===== config.mk =====
export PLATFORM = sky130hd
export DESIGN_NAME = fetch_cycle
export DESIGN_NICKNAME = d
export VERILOG_FILES = /design/src/rtl/fetch_cycle.sv
export SDC_FILE = /design/constraint.sdc
export NUM_CORES = 1
export LEC_CHECK = 0
export CORE_UTILIZATION = 30
export DETAILED_ROUTE_END_ITERATION = 8
export PLACE_DENSITY_LB_ADDON = 0.1
export SYNTH_ARGS = -nofsm -noshare
export SYNTH_HDL_FRONTEND = slang
export SYNTH_SLANG_ARGS = --single-unit

===== constraint.sdc =====
create_clock -name clk -period 2.85 [get_ports clk]
set_input_delay 0.57 -clock clk [delete_from_list [all_inputs] [get_ports clk]]
set_output_delay 0.57 -clock clk [all_outputs]
set_load 0.02 [all_outputs]

===== src/rtl/fetch_cycle.sv =====
// Purpose : instruction fetch stage - owns pc_F, the F-D pipeline register and
//           the interrupt entry/return state machine.
// Latency : 1 edge from pc_F=A to the word at A appearing on instruction_D.
// Backpressure: add_stall holds pc_F and F-D; a taken branch or an interrupt
//           entry overrides the stall and flushes F-D with a bubble.
//
// Ports:
//   clk, rst          - clock; asynchronous active-low reset
//   add_stall         - load-use stall from the hazard unit
//   isbranch_taken_E  - redirect (branch/call/ret/iret) resolved in EX
//   branch_pc_E       - redirect target from EX
//   isIret_E          - iret present in EX (leaves the interrupt handler)
//   interrupt         - level-sensitive external interrupt request
//   imem_data         - instruction word at imem_addr (combinational memory)
//   imem_addr         - current fetch PC
//   pc_D, instruction_D - F-D pipeline register contents
//   int_active        - high while the interrupt handler executes
module fetch_cycle #(
   parameter logic [31:0] RESET_PC   = 32'h0000_0000,
   parameter logic [31:0] INT_VECTOR = 32'h0000_0100,
   parameter logic [31:0] NOP_INSTR  = 32'h6800_0000
) (
   input  logic        clk,
   input  logic        rst,
   input  logic        add_stall,
   input  logic        isbranch_taken_E,
   input  logic [31:0] branch_pc_E,
   input  logic        isIret_E,
   input  logic        interrupt,
   input  logic [31:0] imem_data,
   output logic [31:0] imem_addr,
   output logic [31:0] pc_D,
   output logic [31:0] instruction_D,
   output logic        int_active
);

   typedef enum logic [1:0] {
      S_RUN    = 2'd0,
      S_PEND   = 2'd1,
      S_ACTIVE = 2'd2
   } state_t;

   state_t      state_q, state_d;
   logic [31:0] pc_f_q, pc_f_d;
   logic [31:0] pc_d_q, pc_d_d;
   logic [31:0] instr_d_q, instr_d_d;

   logic        int_req;
   logic        int_entry;

   // A request is live when a fresh interrupt arrives in RUN or one was
   // latched earlier (PEND). It may only redirect fetch on an edge that
   // carries neither a branch nor a stall, so the redirect never races the
   // EX-stage redirect or a held instruction.
   always_comb begin
      int_req   = ((state_q == S_RUN) && interrupt) || (state_q == S_PEND);
      int_entry = int_req && !isbranch_taken_E && !add_stall;
   end

   // Next-PC / F-D register selection, highest priority first.
   always_comb begin
      pc_f_d    = pc_f_q;
      pc_d_d    = pc_d_q;
      instr_d_d = instr_d_q;
      if (isbranch_taken_E) begin
         pc_f_d    = branch_pc_E;
         pc_d_d    = 32'h0000_0000;
         instr_d_d = NOP_INSTR;
      end else if (int_entry) begin
         pc_f_d    = INT_VECTOR;
         pc_d_d    = 32'h0000_0000;
         instr_d_d = NOP_INSTR;
      end else if (add_stall) begin
         pc_f_d    = pc_f_q;
         pc_d_d    = pc_d_q;
         instr_d_d = instr_d_q;
      end else begin
         // 32-bit add wraps 32'hFFFF_FFFC to 0 on its own.
         pc_f_d    = pc_f_q + 32'd4;
         pc_d_d    = pc_f_q;
         instr_d_d = imem_data;
      end
   end

   // Interrupt state machine. ACTIVE ignores interrupt (no nesting); iret
   // only matters while in the handler.
   always_comb begin
      state_d = state_q;
      case (state_q)
         S_RUN: begin
            if (interrupt) begin
               state_d = int_entry ? S_ACTIVE : S_PEND;
            end
         end
         S_PEND: begin
            if (int_entry) begin
               state_d = S_ACTIVE;
            end
         end
         S_ACTIVE: begin
            if (isIret_E) begin
               state_d = S_RUN;
            end
         end
         default: state_d = S_RUN;
      endcase
   end

   always_ff @(posedge clk or negedge rst) begin
      if (!rst) begin
         state_q   <= S_RUN;
         pc_f_q    <= RESET_PC;
         pc_d_q    <= 32'h0000_0000;
         instr_d_q <= NOP_INSTR;
      end else begin
         state_q   <= state_d;
         pc_f_q    <= pc_f_d;
         pc_d_q    <= pc_d_d;
         instr_d_q <= instr_d_d;
      end
   end

   assign imem_addr     = pc_f_q;
   assign pc_D          = pc_d_q;
   assign instruction_D = instr_d_q;
   assign int_active    = (state_q == S_ACTIVE);

endmodule


After elaboration in Yosys (flattened, before gate mapping)
Cells that the tools add are included.
{ "word_totals": {"reg_bits": 98, "in_bits": 70, "out_inout_bits": 97, "word_cells": 33} }
{ "classes": {"n_addsub": 1, "eq_ne": 6, "n_mux": 14, "reduce_logical": 8} }
{ "ops": {"columns": ["op", "count"], "rows": [
  ["32-bit 2-to-1 mux", 9],
  ["32-bit by 3-bit adder with 32-bit output, second input constant", 1],
  ["2-bit 2-to-1 mux", 4],
  ["2-bit != test, second input constant", 3],
  ["2-bit one-hot mux with 3 select lines", 1],
  ["1-bit logical AND", 3],
  ["3-bit by 1-bit != test with 1-bit output, second input constant", 1],
  ["3-bit AND reduction", 1],
  ["2-bit by 1-bit equality test with 1-bit output, second input constant", 1],
  ["2-bit equality test, second input constant", 1],
  ["1-bit logical NOT", 2],
  ["2-bit logical NOT", 1],
  ["1-bit logical OR", 1]
]} }

Logic depth before layout (Yosys ltp)
Gate-level depths: netlist of run 1.
{ "depth": {"word_depth": 8, "ltp_mapped": 6, "ltp_nobuf": 6} }

Worst setup path after synthesis of run 1
Ideal clock, no wire load.
{ "synth_timing": {"path_kind": "register to register", "startpoint": "reg pc_f_q[2], in the netlist imem_addr[2]", "endpoint": "reg pc_f_q[16], in the netlist imem_addr[16]", "setup_ns": 0.121, "arrival_ns": 1.888, "required_ns": 2.729, "path_slack_ns": 0.841, "path_stages_with_launch": 7, "n_path_buf": 0, "synth_period_minus_slack_ns": 2.009, "cell_sequence": "dfrtp_1 -> ha_1 -> nand3_1 -> nor3_1 -> nand4_1 -> xnor2_1 -> a22o_1"} }
{ "synth_via": {"elab_chain_len": 4} }
{ "synth_lines": {"columns": ["item", "line", "rtl"], "rows": [
  ["start: declaration", "44", "logic [31:0] pc_f_q, pc_f_d;"],
  ["start signal: assignment", "117", "pc_f_q <= pc_f_d;"],
  ["32-bit by 3-bit adder with 32-bit output", "79", "pc_f_d = pc_f_q + 32'd4;"],
  ["32-bit 2-to-1 mux", "73", "end else if (add_stall) begin"],
  ["32-bit 2-to-1 mux", "69", "end else if (int_entry) begin"],
  ["32-bit 2-to-1 mux", "65", "if (isbranch_taken_E) begin"]
]} }
No other way between the ends. The select of a mux whose other input is x is not followed.
A chain may end at the register's enable or synchronous reset.

Final worst setup path of run 1
{ "layout_timing": {"startpoint": "in add_stall", "endpoint": "reg pc_f_q[26], in the netlist imem_addr[26]"} }
{ "layout_via": {"elab_chain_len": 4, "word_cells_on_any_way": 5, "classes_between": "1 x eq/ne; 2 x mux; 2 x reduce/logical"} }
{ "layout_lines": {"columns": ["item", "line", "rtl"], "rows": [
  ["start: declaration", "25", "input logic add_stall,"],
  ["1-bit logical NOT", "57", "int_entry = int_req && !isbranch_taken_E && !add_stall;"],
  ["1-bit logical AND", "57", null],
  ["32-bit 2-to-1 mux", "69", null],
  ["32-bit 2-to-1 mux", "65", null]
]} }
Parallel ways exist; a longest one is shown, timed or not.

==> metrics.csv, run 1 <==
stage;metric;value;unit
sta;fin_tns_setup;0;ps
floorplan;io_pins;167;
power;p_sw_share;28.1;%
yosys;synth-simple-area-share;12.4;%
cells_and_area;layout_common_cells;clkdlybuf4s50_1, dfrtp_1, a22o_1;
power;p_sw;0.971;mW
cells_and_area;final_util;46.4;%
global_route;grt_pass1_vias;3636;
sta;worstMarginPinSlew;621;ps
critical_path;crit_type;input pin to flip-flop;
placement;gp_congestion;0.750;
yosys;ys_ff_latch;98;
critical_path;cp_max_fo;55;
routing;first_pass_iters;4;
critical_path;worst-path-buf-inv;2;
routing;totalWireLength;12400;um
critical_path;cpMaxStageDelayCell;clkdlybuf4s50_1;
status;status;finished, final reports clean;
power;vdd.ir_drop.worst;0.251;mV
critical_path;rrSetupSlack;720;ps
clock_tree;cts_tree;yes;
sta;fin_crit_sh;76.3;%
floorplan;die_w;121;um
placement;numPortBuffers;166;
sta;min_period;2170;ps
power;power_frac_seq;45.9;%
cells_and_area;layout-drive-gt1-share;8.19;%
cells_and_area;diodes;0;
floorplan;initial_utilization;30.7;%
yosys;synthesis.area;0.00424;sq mm
power;power.share.clock;34.9;%
power;power_frac_comb;19.2;%
placement;placedCellCount;701;
sta;setup_viol_count_final;0;
floorplan;dieArea;0.0146;sq mm
critical_path;cp_top_family;buffers and inverters;
yosys;synth.area.mux_share;0.708;%
global_route;grt_usage;17.6;%
power;p_per_area;539;mW/mm^2
clock_tree;ctsHoldBuffers;0;
clock_tree;cts.sinks;98;
clock_tree;h-tree-depth;3;
yosys;synth_seq_area_share;57.9;%
sta;drv_slew;0;
floorplan;coreArea;0.0138;sq mm
yosys;postSynthCellCount;367;
yosys;synth_compound_area_share;22.0;%
floorplan;dieHeight;121;um
clock_tree;cts.path.max_buffers;2;
clock_tree;root_buffer;clkbuf_16;
critical_path;required;3110;ps
clock_tree;cts.clk_slew.worst_paths;70;ps
floorplan;rows;43;
global_route;grt_max_degree;56;
sta;hold_viol_final;0;
cells_and_area;layout.nets;603;
yosys;syn_area_per_cell;11.6;sq um
power;p_int;2.49;mW
clock_tree;cts_setup_buffers;0;
routing;drc;0;
critical_path;end_kind;flip-flop;
clock_tree;cts_resized;0;
yosys;synth_fp_nets;438;
critical_path;r2r-end;imem_addr[16];
yosys;synthXorXnorAreaFrac;3.30;%
placement;placed_area;0.00612;sq mm
routing;wl_per_cell;17.3;um
critical_path;crit_start;add_stall;
sta;fmax;460;MHz
clock_tree;cts_buffers;9;
global_route;antenna_found_initial;0;
sta;skew;13.2;ps
critical_path;reg2regPathDepth;7;
critical_path;critical_path_arrival;2440;ps
routing;drt_iter0_markers;154;
cells_and_area;final_common_cell;clkdlybuf4s50_1;
yosys;synth_top_family_by_area;compound AO/OA/AOI/OAI gates;
flow_run;drv_cap;0;
sta;slew_headroom;58.6;%
routing;detail-route-antenna-nets;0;
critical_path;reg2reg_from;imem_addr[2];
clock_tree;clkLatencyLatePin;350;ps
global_route;grt_pass1_wl;19700;um
yosys;ys_types;44;
routing;num_vias;3643;
critical_path;crit_chain;clkdlybuf4s50_1, nor2b_4, buf_4, a22oi_1, o21ai_0;
critical_path;crit_path_start_kind;input pin;
power;leakage;2.71;nW
cells_and_area;fin_cells;717;
hold_path;hold_class;input pin to async pin;
cells_and_area;final_area;0.00642;sq mm
routing;viasPerCell;5.08;
global_route;overflow;0;
critical_path;cpPeakStageDelay;610;ps
yosys;ys_warn_count;0;
yosys;synth_fa_ha_area_share;0.295;%
cells_and_area;syn_to_final_growth;51.3;%
placement;hpwl;8540;um
sta;rsz0062_at_grt;false;
power groups by stage:
stage	registers (mW)	logic, mW	clock network, mW
2_1_floorplan	1.69	0.205	0
3_3_place_gp	1.61	0.668	0
3_5_place_dp	1.61	0.671	0
4_1_cts	1.59	0.674	1.24
5_1_grt	1.60	0.718	1.30
6_report	1.59	0.665	1.21
synthesized netlist by cell type:
master | count | area [sq um]
and3_1 | 3 | 18.8
nand2b_1 | 2 | 12.5
nor2_1 | 20 | 75.1
o31ai_1 | 1 | 7.51
and3_2 | 1 | 7.51
o311ai_0 | 1 | 8.76
a32oi_1 | 1 | 8.76
o22a_1 | 3 | 26.3
xnor2_1 | 12 | 105
buf_2 | 2 | 10.0
o21ai_0 | 19 | 95.1
dfstp_2 | 3 | 78.8
a22o_2 | 1 | 10.0
o211ai_1 | 4 | 30.0
buf_1 | 1 | 3.75
nand2_1 | 28 | 105
a211oi_1 | 1 | 7.51
nand3b_1 | 1 | 7.51
mux2i_1 | 3 | 30.0
a22oi_1 | 5 | 37.5
a221o_1 | 1 | 10.0
and4_2 | 1 | 10.0
a22o_1 | 70 | 613
xor2_1 | 4 | 35.0
a21oi_1 | 9 | 45.0
nor2b_1 | 3 | 18.8
nor4_4 | 1 | 21.3
nand2_2 | 1 | 6.26
a21o_1 | 2 | 15.0
clkbuf_1 | 17 | 63.8
nand3_1 | 16 | 80.1
buf_6 | 1 | 11.3
ha_1 | 1 | 12.5
clkbuf_8 | 3 | 41.3
inv_1 | 4 | 15.0
nand4_1 | 10 | 62.6
o21bai_1 | 1 | 7.51
nand3_2 | 1 | 10.0
dfrtp_1 | 95 | 2380
nand4_2 | 2 | 25.0
nand4b_1 | 2 | 17.5
or4_1 | 1 | 7.51
nor3_1 | 8 | 40.0
o21ba_2 | 1 | 10.0
routing by layer:
layer  part of all wire (%)  routed length (um)  track usage, %  vias up
li1                       -                   -               -     1708
met1                     47                5830            24.5     1791
met2                     45                5610            26.9      131
met3                    6.4                 792            3.20       13
met4                    1.5                 187            7.64        0
met5                      0                   0               0        -
stage by stage:
| stage | power (mW) | hold WS (ps) | setup WS, ps |
|---|---|---|---|
| floorplan | 1.90 | 274 | 841 |
| global placement | 2.28 | 462 | 346 |
| detailed placement | 2.28 | 475 | 295 |
| CTS | 3.50 | 251 | 653 |
| global route | 3.62 | 277 | 503 |
| finish | 3.46 | 227 | 676 |
logic make-up (layout without fill, tap and decap cells):
logic type | count (synthesis) | after routing
AO/OA/AOI/OAI | 120 | 120
AND/OR/NAND/NOR | 101 | 101
flip-flops | 98 | 98
buffers and inverters | 28 | 198
XOR/XNOR | 16 | 16
multiplexers | 3 | 3
adder cells (fa/ha/maj) | 1 | 1
registers in the layout (all words and copies together), names as in the netlist:
signal	count
imem_addr	32
instruction_D	32
state_q	2
pc_D	32
worst register-to-register path, stage by stage, from the launching register on:
cell,delay [ps]
dfrtp_1,480
ha_1,230
nand3_1,200
nor3_1,420
buf_4,220
nand4_1,110
xnor2_1,150
a22o_1,210
worst max path at each step:
stage	depth (start not counted)	to
2_1_floorplan	6	imem_addr[16]
3_3_place_gp	5	imem_addr[27]
3_5_place_dp	5	imem_addr[26]
6_report	5	imem_addr[26]
4_1_cts	5	imem_addr[26]
5_1_grt	5	imem_addr[26]
final cells by class:
type | count | area (sq um)
clock buffer | 12 | 267
fill | 1306 | 7410
inverter | 4 | 15.0
tap | 180 | 225
timing repair buffer | 178 | 1770
clock inverter | 4 | 32.5
multi-input combinational | 241 | 1650
sequential | 98 | 2460
No activity file was read; power rests on OpenSTA's default activity.
==> run 2: changes to the inputs <==
==> constraint.sdc (replaced) <==
create_clock -name clk -period 1.9 [get_ports clk]
set_input_delay 0.38 -clock clk [delete_from_list [all_inputs] [get_ports clk]]
set_output_delay 0.38 -clock clk [all_outputs]
set_load 0.02 [all_outputs]
==> metrics.csv, run 2 (synthesis results as in run 1) <==
stage;metric;value;unit;change
status;status;complete, but fails checks;;was finished, final reports clean
status;violations;hold timing;;
global_route;grt_usage;18.1;%;was 17.6%
routing;viasPerCell;4.91;;was 5.08
routing;first_pass_iters;4;;unchanged
critical_path;crit_type;flip-flop to primary output;;was input pin to flip-flop
floorplan;die_w;121;um;unchanged
global_route;grt_max_degree;43;;was 56
power;power_frac_comb;21.2;%;was 19.2%
placement;numPortBuffers;166;;unchanged
sta;fin_crit_sh;97.8;%;
cells_and_area;fin_cells;756;;was 717
routing;drt_iter0_markers;151;;was 154
floorplan;rows;43;;unchanged
routing;totalWireLength;12600;um;was 12,400 um
routing;drc;0;;unchanged
sta;rsz0062_at_grt;false;;unchanged
sta;min_period;1860;ps;
critical_path;cpMaxStageDelayCell;clkdlybuf4s50_1;;unchanged
flow_run;drv_cap;0;;unchanged
sta;fin_tns_setup;0;ps;unchanged
power;power.share.clock;35.6;%;was 34.9%
floorplan;coreArea;0.0138;sq mm;unchanged
placement;hpwl;9370;um;was 8540 um
cells_and_area;final_common_cell;clkdlybuf4s50_1;;unchanged
clock_tree;cts_buffers;9;;unchanged
sta;layout_setup_ws;41.4;ps;was 676 ps
power;p_int;3.99;mW;was 2.49 mW
cells_and_area;layout_common_cells;clkdlybuf4s50_1, dfrtp_1, a22o_1;;unchanged
sta;skew;4.97;ps;was 13.2 ps
sta;hold_viol_final;1;;was 0
critical_path;crit_chain;clkdlybuf4s50_1;;was clkdlybuf4s50_1, nor2b_4, buf_4, a22oi_1, o21ai_0
cells_and_area;register_area;0.00246;sq mm;unchanged
placement;post-place-ws;-50.1;ps;was 295 ps
critical_path;end_kind;primary output;;was flip-flop
power;leakage;3.00;nW;was 2.71 nW
cells_and_area;fillCellCount;1260;;was 1,306
power;p_sw;1.42;mW;was 0.971 mW
sta;drv_slew;0;;unchanged
clock_tree;cts.path.max_buffers;2;;unchanged
global_route;overflow;0;;unchanged
sta;holdWs;-0.415;ps;was 227 ps
critical_path;cpPeakStageDelay;600;ps;was 610 ps
critical_path;worst-path-buf-inv;1;;was 2
clock_tree;cts_setup_buffers;0;;unchanged
power;vdd.ir_drop.worst;0.467;mV;was 0.251 mV
sta;setup_viol_count_final;0;;unchanged
sta;slew_headroom;65.4;%;was 58.6%
cells_and_area;diodes;0;;unchanged
power;p_sw_share;26.2;%;was 28.1%
global_route;antenna_found_initial;0;;unchanged
clock_tree;h-tree-depth;3;;unchanged
power;p_per_area;796;mW/mm^2;was 539 mW/mm^2
floorplan;dieArea;0.0146;sq mm;unchanged
global_route;grt_pass1_wl;20100;um;was 19,700 um
cells_and_area;final_util;49.2;%;was 46.4%
placement;gp_congestion;0.751;;was 0.750
power;power_frac_seq;43.2;%;was 45.9%
hold_path;hold_class;input pin to async pin;;unchanged
global_route;grt_pass1_vias;3743;;was 3,636
critical_path;critical_path_arrival;1480;ps;was 2440 ps
critical_path;cp_max_fo;2;;was 55
cells_and_area;multi_input_area;0.00166;sq mm;was 0.00165 sq mm
critical_path;required;1520;ps;was 3110 ps
floorplan;dieHeight;121;um;unchanged
floorplan;io_pins;167;;unchanged
cells_and_area;syn_to_final_growth;60.2;%;was 51.3%
routing;detail-route-antenna-nets;0;;unchanged
clock_tree;root_buffer;clkbuf_16;;unchanged
routing;num_vias;3709;;was 3,643
clock_tree;ctsHoldBuffers;0;;unchanged
clock_tree;clkLatencyLatePin;350;ps;about the same
placement;placedCellCount;742;;was 701
critical_path;crit_path_start_kind;flip-flop;;was input pin
cells_and_area;layout.nets;644;;was 603
clock_tree;cts.clk_slew.worst_paths;60;ps;was 70 ps
critical_path;cp_top_family;buffers and inverters;;unchanged
clock_tree;cts.sinks;98;;unchanged
floorplan;initial_utilization;30.7;%;unchanged
routing;wl_per_cell;16.7;um;was 17.3 um
sta;worstMarginPinSlew;519;ps;was 621 ps
clock_tree;cts_tree;yes;;unchanged
cells_and_area;layout-drive-gt1-share;14.4;%;was 8.19%
sta;fmax;538;MHz;
run 2: cell count changes in the layout (fill, tap and decap cells not counted), sizes merged:
| cell | before | now |
|---|---|---|
| bufinv | 0 | 2 |
| dlymetal6s2s | 0 | 5 |
| buf | 14 | 55 |
| clkbuf | 12 | 11 |
| inv | 5 | 4 |
| clkinvlp | 2 | 0 |
| clkdlybuf4s50 | 164 | 155 |
| dlygate4sd2 | 0 | 4 |
run 2: through the flow:
step                power (mW)  hold WS (ps)  area (sq um)
floorplan                 2.85          84.4          4250
global placement          3.54           384          6480
detailed placement        3.55           394          6480
CTS                       5.48          16.6          6780
global route              5.65          43.9          6800
finish                    5.41        -0.415          6800
run 2: per-layer routing:
layer | wire length (um) | track usage, % | vias up
li1 | - | - | 1786
met1 | 5830 | 25.1 | 1811
met5 | 0 | 0 | -
met2 | 5800 | 27.0 | 100
met3 | 785 | 4.37 | 12
met4 | 200 | 6.94 | 0
run 2: worst paths after layout:
path	startpoint	slack [ps]	end	cells past startpoint
worst min register to register	pc_D[30]	500	pc_D[30]	1
min in group clk	pc_D[30]	500	pc_D[30]	1
worst max register to register	imem_addr[17]	140	imem_addr[30]	5
max in group asynchronous	rst	1250	instruction_D[27]	2
worst min-delay path	rst	-0.4	instruction_D[31]	1
worst max-delay path	instruction_D[30]	40	instruction_D[30]	1
run 2: power groups by stage:
stage / Clock, mW / Combinational (mW) / Sequential, mW
after floorplan: 0 / 0.307 / 2.54
after CTS: 1.98 / 1.17 / 2.34
after global placement: 0 / 1.16 / 2.37
final: 1.93 / 1.15 / 2.34
after global routing: 2.05 / 1.24 / 2.36
after detailed placement: 0 / 1.17 / 2.38
run 2: cell type report:
| type | count | share of cell area (%) |
|---|---|---|
| clock inverters | 3 | 0.957 |
| multi-input cells | 241 | 24.4 |
| repair buffers | 219 | 31.4 |
| flip-flops and latches | 98 | 36.1 |
| clock buffers | 11 | 3.57 |
| well taps | 180 | 3.31 |
| inverters | 4 | 0.221 |
run 2: repair_timing:
item,4_1_cts,5_1_grt
hold endpoints to repair,0,0
endpoints found under the setup margin,4,5
resized for setup,4,5
pin swaps,0,0
